## src/rtl/switch_pkg.sv

```systemverilog
// Shared switch definitions: word width, per-port FIFO depth and the word
// type used by the FIFO, scheduler, buffer and display blocks. Also holds
// the FIFO operation encoding used to update the occupancy count.
package switch_pkg;

  localparam int unsigned WORD_W          = 32;
  localparam int unsigned PORT_FIFO_DEPTH = 4;

  typedef logic [WORD_W-1:0] word_t;

  // Accepted operations in one cycle, encoded as {write_ok, read_ok}.
  typedef enum logic [1:0] {
    OP_NONE  = 2'b00,
    OP_RD    = 2'b01,
    OP_WR    = 2'b10,
    OP_WR_RD = 2'b11
  } fifo_op_e;

endpackage

```

## src/rtl/fifo_ram.sv

```systemverilog
// DEPTH x WIDTH storage for packet_fifo: one write port, one registered read
// port. The read register has a synchronous clear so it can double as the
// FIFO output register and still map onto block RAM output registers.
// Ports:
//   clock        rising-edge clock
//   reset        synchronous clear of rdata only (array is not cleared)
//   wen/waddr/wdata  write port
//   ren/raddr    read port; rdata updates on the edge where ren is high
//   rdata        registered read data, holds when ren is low
module fifo_ram #(
  parameter int unsigned WIDTH = 32,
  parameter int unsigned DEPTH = 4,
  parameter int unsigned AW    = $clog2(DEPTH)
) (
  input  logic             clock,
  input  logic             reset,
  input  logic             wen,
  input  logic [AW-1:0]    waddr,
  input  logic [WIDTH-1:0] wdata,
  input  logic             ren,
  input  logic [AW-1:0]    raddr,
  output logic [WIDTH-1:0] rdata
);

  logic [WIDTH-1:0] mem [DEPTH];

  always_ff @(posedge clock) begin
    if (wen) mem[waddr] <= wdata;
  end

  always_ff @(posedge clock) begin
    if (reset)    rdata <= '0;
    else if (ren) rdata <= mem[raddr];
  end

endmodule

```

## src/rtl/packet_fifo.sv

```systemverilog
// Per-port show-behind packet FIFO. Words written with wrreq are returned on
// q one cycle after the accepting rdreq edge. Flags and usedw are registered
// from the post-edge occupancy; overflow/underflow pulse for one cycle per
// rejected request.
// Ports:
//   clock, reset      clock and synchronous active-high reset
//   data, wrreq       write data and request (rejected when full)
//   rdreq             read request (rejected when empty)
//   q                 registered read data, holds when no read is accepted
//   empty, full       occupancy flags
//   usedw             occupancy modulo DEPTH (0 when full)
//   overflow          rejected write pulse
//   underflow         rejected read pulse
module packet_fifo
  import switch_pkg::*;
#(
  parameter int unsigned WIDTH = WORD_W,
  parameter int unsigned DEPTH = PORT_FIFO_DEPTH,
  parameter int unsigned AW    = $clog2(DEPTH)
) (
  input  logic             clock,
  input  logic             reset,
  input  logic [WIDTH-1:0] data,
  input  logic             wrreq,
  input  logic             rdreq,
  output logic [WIDTH-1:0] q,
  output logic             empty,
  output logic             full,
  output logic [AW-1:0]    usedw,
  output logic             overflow,
  output logic             underflow
);

  localparam logic [AW:0] FULL_CNT = (AW+1)'(DEPTH);

  logic [AW-1:0] wptr;
  logic [AW-1:0] rptr;
  logic [AW:0]   count;
  logic [AW:0]   count_nxt;
  logic          wr_ok;
  logic          rd_ok;
  fifo_op_e      op;

  assign wr_ok = wrreq && !full;
  assign rd_ok = rdreq && !empty;
  assign op    = fifo_op_e'({wr_ok, rd_ok});
  assign usedw = count[AW-1:0];

  always_comb begin
    count_nxt = count;
    unique case (op)
      OP_WR:   count_nxt = count + (AW+1)'(1);
      OP_RD:   count_nxt = count - (AW+1)'(1);
      default: count_nxt = count;
    endcase
  end

  always_ff @(posedge clock) begin
    if (reset) begin
      wptr      <= '0;
      rptr      <= '0;
      count     <= '0;
      empty     <= 1'b1;
      full      <= 1'b0;
      overflow  <= 1'b0;
      underflow <= 1'b0;
    end else begin
      if (wr_ok) wptr <= wptr + AW'(1);
      if (rd_ok) rptr <= rptr + AW'(1);
      count     <= count_nxt;
      empty     <= (count_nxt == '0);
      full      <= (count_nxt == FULL_CNT);
      overflow  <= wrreq && full;
      underflow <= rdreq && empty;
    end
  end

  // Memory ports are masked during reset so reset wins over a concurrent
  // request; the RAM's read register is q itself, giving the one-cycle
  // show-behind latency without an extra stage.
  fifo_ram #(
    .WIDTH (WIDTH),
    .DEPTH (DEPTH),
    .AW    (AW)
  ) u_ram (
    .clock (clock),
    .reset (reset),
    .wen   (wr_ok && !reset),
    .waddr (wptr),
    .wdata (data),
    .ren   (rd_ok && !reset),
    .raddr (rptr),
    .rdata (q)
  );

endmodule

```

## config.mk

```make
export PLATFORM = sky130hd
export DESIGN_NAME = packet_fifo
export DESIGN_NICKNAME = d
export VERILOG_FILES = /design/src/rtl/switch_pkg.sv /design/src/rtl/fifo_ram.sv /design/src/rtl/packet_fifo.sv
export SDC_FILE = /design/constraint.sdc
export NUM_CORES = 1
export LEC_CHECK = 0
export BUFFER_PORTS_ARGS = -buffer_cell sky130_fd_sc_hd__buf_2
export CAP_MARGIN = 20
export CORE_MARGIN = 2
export CORE_UTILIZATION = 62
export DETAILED_ROUTE_END_ITERATION = 16
export GPL_TIMING_DRIVEN = 0
export PLACE_DENSITY = 0.91
export SKIP_CTS_REPAIR_TIMING = 1
export SYNTH_ARGS = -nofsm -noshare
export SYNTH_HDL_FRONTEND = slang
export SYNTH_SLANG_ARGS = --single-unit
```

## constraint.sdc

```tcl
create_clock -name clock -period 3.8 [get_ports clock]
set_input_delay 0.38 -clock clock [delete_from_list [all_inputs] [get_ports clock]]
set_output_delay 0.38 -clock clock [all_outputs]
set_load 0.05 [all_outputs]
```

==> results.cfg, run 1 <==
[run_status]
outcome = finished, final reports clean

[clocking]
clock_path_buffers = 2
insertion_delay_ns = 0.52
tritoncts.num_buffers = 17
clk_pin_slew_worst_paths_ns = 0.06
cts_sinks = 171
cts_max_level = 4
cts_root_buf = clkbuf_8
cts_tree = yes

[power_and_ir_drop]
leakagePower_nw = 2.91
powerDensity_nw_per_um2 = 644
ir_worst_vdd_mv = 0.388

[finish]
num_antenna_cells = 0
drive_gt1_share_pct = 25.5
nNetsFinal = 504
syn_to_final_growth_pct = 17.2

[detailed_routing]
avgRoutedWirePerCell_um = 19.4
wirelength_mm = 11.8
drcViolationCount = 0
drt-initial-drc-count = 215
dr.pass1.iters = 4
ant_nets = 0
via_count = 3428
vias_per_cell = 5.64

[worst_setup_path]
path_cells = nor2b_1 -> inv_1 -> ha_1 -> fa_1 -> xnor2_1 -> or4_1 -> o311a_1
cp.required_ns = 4.20
slowest_delay_ns = 0.48
cp_slowest_cell = or4_1
arrival_ns = 2.65
worst_setup_path_start_kind = flop
critical_path_depth = 7
crit_buf_inv = 1
ff2ff_path_depth = 7
critPathKind = flop to flop
endpoint_kind = flop
critPathTopFamily = simple AND/OR/NAND/NOR gates
worstPathMaxFanout = 3

[synth]
synth_common_cells = edfxtp_1, mux2i_1, dfxtp_1, a21o_1, o22ai_1
synth_area_um2 = 6270
yosysWarnings = 0
netlist_instances = 370
synth_edf_count = 128
synthArstFlopShare_pct = 0
seq_area_frac_synth_pct = 75.0
syn-num-nets = 412
yosysTopAreaCell = edfxtp_1
ys_types = 30
ys.flop_type = edfxtp_1
synthTopCellsByArea = edfxtp_1, dfxtp_1, mux2i_1
yosysMostFrequentCell = edfxtp_1
synth_top_area_share_pct = 61.3
ys_ff_latch = 171
postSynthAreaPerCell_um2 = 17.0

[floorplanning]
rows = 36
fp.dieH_um = 105
io_pins = 74
start_util_pct = 63.9
die-area_um2 = 10900
die_w_um = 105
floorplan.core_area_um2 = 9820

[grt]
grt_pass1_wl_mm = 18.1
grt_use_total_pct = 22.3
grt_pass1_vias = 3626
grt_max_degree = 33
grt_overflow = 0
antenna_found_initial = 1

[place]
gp_congestion = 0.717
portBuffers = 73
dp_hpwl_mm = 7.22
dp_slack_ns = 1.40

[timing]
tns_ns = 0
worst_pin_slew_ns = 0.914
drv_slew = 0
period_minus_slack_ns = 2.25
finalHoldViolations = 0
max_freq_ghz = 0.444
worst_slack_ns = 1.55
rsz0062_at_grt = false
fin_crit_sh_pct = 59.2
finalSetupViolCount = 0
slew_headroom_pct = 39.0
clock_skew_ns = 0.00549

[run]
maxCapViolCount = 0

[worst_hold_path]
min_path_cells = 1
hp-class = input pin to flop
-- cells in the final DEF, fill, tap and decap left out, types with 3 or more instances in the layout --
master / instances
xnor2_1: 3
a21o_1: 31
nor2_1: 11
mux2i_1: 65
nor2b_1: 4
clkbuf_1: 7
and2_2: 4
clkinvlp_4: 3
clkbuf_16: 16
buf_4: 4
nand2_1: 5
o22ai_1: 31
buf_2: 81
clkinv_4: 3
dfxtp_1: 43
inv_1: 3
ha_1: 5
edfxtp_1: 128
buf_8: 3
-- worst register-to-register path: stages, from the launching register on --
cell and delay (ns):
dfxtp_1 0.32, nor2b_1 0.23, inv_1 0.12, ha_1 0.26
fa_1 0.39, xnor2_1 0.17, or4_1 0.48, o311a_1 0.17
-- where the power goes --
group | switching (mW) | internal [mW] | total, mW | leakage, nW
combinational | 0.623 | 0.324 | 0.947 | 1.14
clock | 0.680 | 0.874 | 1.55 | 0.256
sequential | 0.0775 | 2.15 | 2.23 | 1.51
-- worst paths after layout --
path | start | end | slack [ns]
worst max-delay path | full$_SDFF_PP0_ | empty$_SDFF_PP1_ | 1.55
worst min-delay path | data[20] | u_ram.mem[2][20]$_DFFE_PP_ | 0.07
worst max register to register | full$_SDFF_PP0_ | empty$_SDFF_PP1_ | 1.55
worst min register to register | u_ram.rdata[16]$_SDFFE_PP0P_ | u_ram.rdata[16]$_SDFFE_PP0P_ | 0.45
-- per-stage QoR --
stage | power, mW | hold WS (ns) | util [%] | cells | instance area [um^2]
finish | 4.73 | 0.0678 | 74.9 | 608 | 7350
global route | 4.89 | 0.0549 | 74.9 | 608 | 7350
CTS | 4.76 | 0.0490 | 74.9 | 608 | 7350
detailed placement | 3.21 | 0.434 | 69.3 | 576 | 6810
global placement | 3.17 | 0.427 | 69.3 | 576 | 6800
floorplan | 2.97 | 0.469 | - | 370 | 6270
-- final cells by class --
cell class | count | area (um^2)
sequential | 171 | 4700
fill | 620 | 2470
multi-input combinational | 174 | 1410
clock buffer | 19 | 422
timing repair buffer | 73 | 365
tap | 133 | 166
buffer | 22 | 149
clock inverter | 13 | 120
inverter | 3 | 11.3
-- per-layer routing --
metal,part of all wire [%],vias to the layer above,track usage (%)
li1,-,1608,-
met1,40,1696,25.8
met2,53,105,39.1
met3,6.0,17,6.24
met4,1.2,2,9.14
met5,0.11,-,0
-- sequential cells by signal (all words and copies together), names as in the netlist --
register and flops:
wptr 2, overflow 1, count 3, u_ram.rdata 32, full 1, rptr 2
empty 1, underflow 1, u_ram.mem 128
-- kinds of logic after synthesis --
kind of cell,Yosys count,synth area share [%]
buffers and inverters,25,2.55
xor gates and xnor gates,5,0.698
DFF,171,75.0
and+or+nand+nor,31,2.71
muxes,65,10.4
adders and majority gates,6,1.32
AOI/OAI and AO/OA,67,7.34
Note: power is estimated with default switching activity, not from simulation.
==> run 2: changes to the inputs <==
- CORE_UTILIZATION: 62 -> 52
- PLACE_DENSITY: 0.91 -> 0.82
- clock period: 3.8 -> 2.05 ns (I/O delays scaled with it)
==> run 2 against run 1 <==
Effect of this change: power grew 92%; clock-buffer cell count rose by 5; sequential power grew 85%; register-to-register slack worse by 1.5 ns; non-clock buffer count up 22; critical path type unchanged.
==> results.cfg, run 2 (synthesis gave the netlist of run 1 again) <==
[clocking]
cts_tree = yes
cts_sinks = 171
tritoncts.num_buffers = 17
clk_pin_slew_worst_paths_ns = 0.06
insertion_delay_ns = 0.42
cts_max_level = 4
cts_root_buf = clkbuf_16
clock_path_buffers = 2

[grt]
grt_overflow = 0
grt_max_degree = 33
antenna_found_initial = 0
grt_pass1_wl_mm = 17.7
grt_pass1_vias = 3522
grt_use_total_pct = 18.8

[detailed_routing]
avgRoutedWirePerCell_um = 17.9
top_layer_used = met4
via_count = 3452
dr.pass1.iters = 4
ant_nets = 0
dr_wl_met2_mm = 6.01
vias_per_cell = 5.36
wirelength_mm = 11.5
dr_wl_met3_um = 617
drcViolationCount = 0
wirelength_met1_mm = 4.69
drt-initial-drc-count = 187

[run]
maxCapViolCount = 0

[timing]
finalHoldViolations = 0
worst_slack_ns = 0.0317
clock_skew_ns = 0.00635
rsz0062_at_grt = true
period_minus_slack_ns = 2.02
worst_pin_slew_ns = 0.855
fin_crit_sh_pct = 98.5
max_freq_ghz = 0.495
drv_slew = 0
finalSetupViolCount = 0
slew_headroom_pct = 43.0

[worst_setup_path]
endpoint_kind = flop
worst_setup_path_start_kind = flop
r2r_setup_slack_ns = 0.03
ff2ff_path_depth = 7
path_cells = nor2b_4 -> inv_1 -> ha_2 -> fa_1 -> xnor2_1 -> or4_4 -> o311a_1
cp_slowest_cell = or4_4
critPathKind = flop to flop
cp.required_ns = 2.36
worstReg2RegEnd = empty$_SDFF_PP1_
worstPathMaxFanout = 3
slowest_delay_ns = 0.44
r2r_start = full$_SDFF_PP0_
arrival_ns = 2.33

[finish]
regMostFlops = u_ram.mem
layout_commonest_cell = edfxtp_1
final_cell_mix = edfxtp_1, buf_2, mux2i_1
fin_cells = 644
drive_gt1_share_pct = 24.7
final_util_pct = 64.2
num_antenna_cells = 0
nNetsFinal = 526
largestRegisters = u_ram.mem (128), u_ram.rdata (32), count (3)
largest_reg_flops = 128
syn_to_final_growth_pct = 22.0

[worst_hold_path]
min_path_cells = 1
hp-class = input pin to flop
holdPathEnd = u_ram.mem[2][25]$_DFFE_PP_
hold_start = data[25]

[floorplanning]
rows = 40
die_w_um = 114
die-area_um2 = 13000
floorplan.core_area_um2 = 11900
io_pins = 74
fp.dieH_um = 114
start_util_pct = 52.7

[power_and_ir_drop]
leakagePower_nw = 3.04
powerDensity_nw_per_um2 = 1180
ir_worst_vdd_mv = 0.643
power.total_mw = 9.07

[place]
gp_congestion = 0.717
dp_hpwl_mm = 7.01
dp_slack_ns = -0.0319
placed_cells = 590
portBuffers = 73

[run_status]
outcome = finished, final reports clean
-- run 2: cell types whose count changed in the layout (fill, tap and decap cells not counted), sizes merged --
cell	change
bufinv	+2
clkinvlp	-2
inv	-3
dlygate4sd3	+22
clkbuf	+5
clkinv	-2
-- run 2: metrics by stage --
stage	TNS (ns)	hold WS [ns]	area [um^2]
5_1_grt	-3.25	0.0000654	7650
3_3_place_gp	-62.44	0.414	6840
4_1_cts	-0.0712	-0.0229	7420
6_report	0	0.00345	7650
3_5_place_dp	-0.0319	0.422	6840
2_1_floorplan	0	0.304	6290
-- run 2: where the power goes --
group	switching [mW]	leakage [nW]	internal, mW	total, mW
clock network	1.21	0.280	1.94	3.15
logic	1.15	1.24	0.633	1.78
registers	0.134	1.51	4.00	4.13
total	2.49	3.04	6.58	9.07
-- run 2: layer usage --
layer	track usage, %	vias to the layer above
li1	-	1643
met3	5.84	17
met5	0	-
met1	21.6	1706
met2	33.5	86
met4	6.34	0
-- run 2: worst max-delay path: cells and delay by family (launching register included) --
| kind | cells | cell delay, ns |
|---|---|---|
| AOI/OAI and AO/OA | 1 | 0.14 |
| xor gates and xnor gates | 1 | 0.17 |
| and+or+nand+nor | 2 | 0.58 |
| buffers and inverters | 1 | 0.08 |
| DFF | 1 | 0.35 |
| adders and majority gates | 2 | 0.58 |
-- run 2: worst max path at each step --
stage	start	to	slack, ns
5_1_grt	full$_SDFF_PP0_	u_ram.mem[1][31]$_DFFE_PP_	-0.06
4_1_cts	full$_SDFF_PP0_	empty$_SDFF_PP1_	-0.05
2_1_floorplan	full$_SDFF_PP0_	empty$_SDFF_PP1_	0.01
3_5_place_dp	full$_SDFF_PP0_	empty$_SDFF_PP1_	-0.03
3_3_place_gp	reset	u_ram.mem[3][31]$_DFFE_PP_	-0.51
6_report	full$_SDFF_PP0_	empty$_SDFF_PP1_	0.03
-- run 2: cell type report --
type	count	area, um^2
sequential	171	4710
fill	869	4260
multi-input combinational	174	1430
timing repair buffer	95	586
clock buffer	24	462
tap	147	184
buffer	22	149
clock inverter	8	120
inverter	3	11.3
==> run 3: changes to the inputs <==
- CORE_UTILIZATION: 52 -> 30
- HOLD_SLACK_MARGIN: default -> 0.15
- PLACE_DENSITY: 0.82 -> 0.55
- TNS_END_PERCENT: default -> 50
==> run 3 against run 2 <==
Effect of this change: cell count increased by 22%; via count rose by 1.0%; core utilization is 25 points lower; worst setup slack gained 0.051 ns; critical path type unchanged.
==> results.cfg, run 3 (synthesis gave the netlist of run 1 again) <==
[floorplanning]
floorplan.core_area_um2 = 20400
fp.dieH_um = 149
die_w_um = 149
io_pins = 74
rows = 52
die-area_um2 = 22100
start_util_pct = 30.8

[detailed_routing]
vias_per_cell = 4.45
wirelength_mm = 13.0
avgRoutedWirePerCell_um = 16.6
ant_nets = 0
drt-initial-drc-count = 208
via_count = 3488
drcViolationCount = 0
dr.pass1.iters = 4

[clocking]
clk_pin_slew_worst_paths_ns = 0.07
clock_path_buffers = 2
cts_tree = yes
tritoncts.num_buffers = 17
insertion_delay_ns = 0.42
cts_max_level = 4
cts_sinks = 171
cts_root_buf = clkbuf_16

[place]
dp_hpwl_mm = 8.22
gp_congestion = 0.683
placed_area_um2 = 7110
portBuffers = 73
dp_slack_ns = -0.0612

[finish]
regMostFlops = u_ram.mem
design_area_um2 = 8050
drive_gt1_share_pct = 26.5
largest_reg_flops = 128
final_cell_mix = edfxtp_1, buf_2, mux2i_1
layout_commonest_cell = edfxtp_1
largestRegisters = u_ram.mem (128), u_ram.rdata (32), count (3)
nNetsFinal = 543
num_antenna_cells = 0
syn_to_final_growth_pct = 28.3

[worst_setup_path]
r2r_start = full$_SDFF_PP0_
cp.required_ns = 2.36
worstPathMaxFanout = 3
critPathKind = flop to flop
startpoint = full$_SDFF_PP0_
worst_setup_path_start_kind = flop
endpoint_kind = flop
arrival_ns = 2.28

[grt]
grt_overflow = 0
grt_use_total_pct = 12.2
antenna_found_initial = 0
grt_pass1_vias = 3563
grt_pass1_wl_mm = 19.6
grt_max_degree = 19

[timing]
finalHoldViolations = 0
clock_skew_ns = 0.00951
slew_headroom_pct = 60.5
max_freq_ghz = 0.508
drv_slew = 0
period_minus_slack_ns = 1.97
finalSetupViolCount = 0
tns_ns = 0
fin_crit_sh_pct = 96.0
worst_slack_ns = 0.0828
rsz0062_at_grt = false
worst_pin_slew_ns = 0.592

[worst_hold_path]
hold_start = reset
hp-class = input pin to flop

[power_and_ir_drop]
powerDensity_nw_per_um2 = 1130
leakagePower_nw = 3.12
power.total_mw = 9.11
ir_worst_vdd_mv = 0.629

[run]
maxCapViolCount = 0

[run_status]
outcome = finished, final reports clean
[run 3: cell count changes in the layout (fill, tap and decap cells not counted), sizes merged]
cell | before | now
clkinvlp | 1 | 4
buf | 90 | 95
inv | 3 | 6
dlygate4sd3 | 22 | 34
bufinv | 3 | 2
clkbuf | 29 | 24
[run 3: power breakdown]
| group | switching [mW] | leakage [nW] | total, mW | internal, mW |
|---|---|---|---|---|
| combinational | 1.17 | 1.34 | 1.85 | 0.680 |
| clock | 1.33 | 0.268 | 3.13 | 1.80 |
| sequential | 0.137 | 1.51 | 4.13 | 4.00 |
| total | 2.64 | 3.12 | 9.11 | 6.48 |
[run 3: layout make-up]
cell class                      count  area, um^2
Timing Repair Buffer              112         823
Fill cell                        1885       12300
Sequential cell                   171        4710
Multi-Input combinational cell    174        1440
Clock buffer                       19         433
Clock inverter                     13         143
Tap cell                          270         338
Inverter                            3        11.3
Buffer                             22         149
[run 3: worst max-delay path: stages (launching register included)]
cell     delay [ns]
dfxtp_4        0.36
nor2b_4        0.13
inv_2          0.05
ha_2           0.21
fa_2           0.36
xnor2_2        0.17
or4_4          0.44
o311a_1        0.14
[run 3: final timing paths]
kind                             endpoint  slack [ns]  cells past startpoint
min                   count[2]$_SDFF_PP0_        0.17                      3
max                      empty$_SDFF_PP1_        0.08                      7
min reg2reg  u_ram.rdata[11]$_SDFFE_PP0P_        0.45                      1
max reg2reg              empty$_SDFF_PP1_        0.08                      7
[run 3: routing by layer]
| metal | global-route usage [%] | vias to the layer above | share of wire, % |
|---|---|---|---|
| met4 | 5.52 | 0 | 1.6 |
| met3 | 2.98 | 17 | 3.7 |
| met1 | 14.1 | 1720 | 43 |
| met2 | 21.6 | 67 | 52 |
| met5 | 0 | - | 0 |
| li1 | - | 1684 | - |
[run 3: per-stage QoR]
| stage | hold WS (ns) | instances | util, % |
|---|---|---|---|
| final | 0.166 | 784 | 39.5 |
| after global routing | 0.160 | 784 | 39.5 |
| after CTS | -0.0289 | 749 | 37.7 |
| after detailed placement | 0.421 | 717 | 34.9 |
| after global placement | 0.415 | 713 | 34.3 |
| after floorplan | 0.304 | 370 | - |
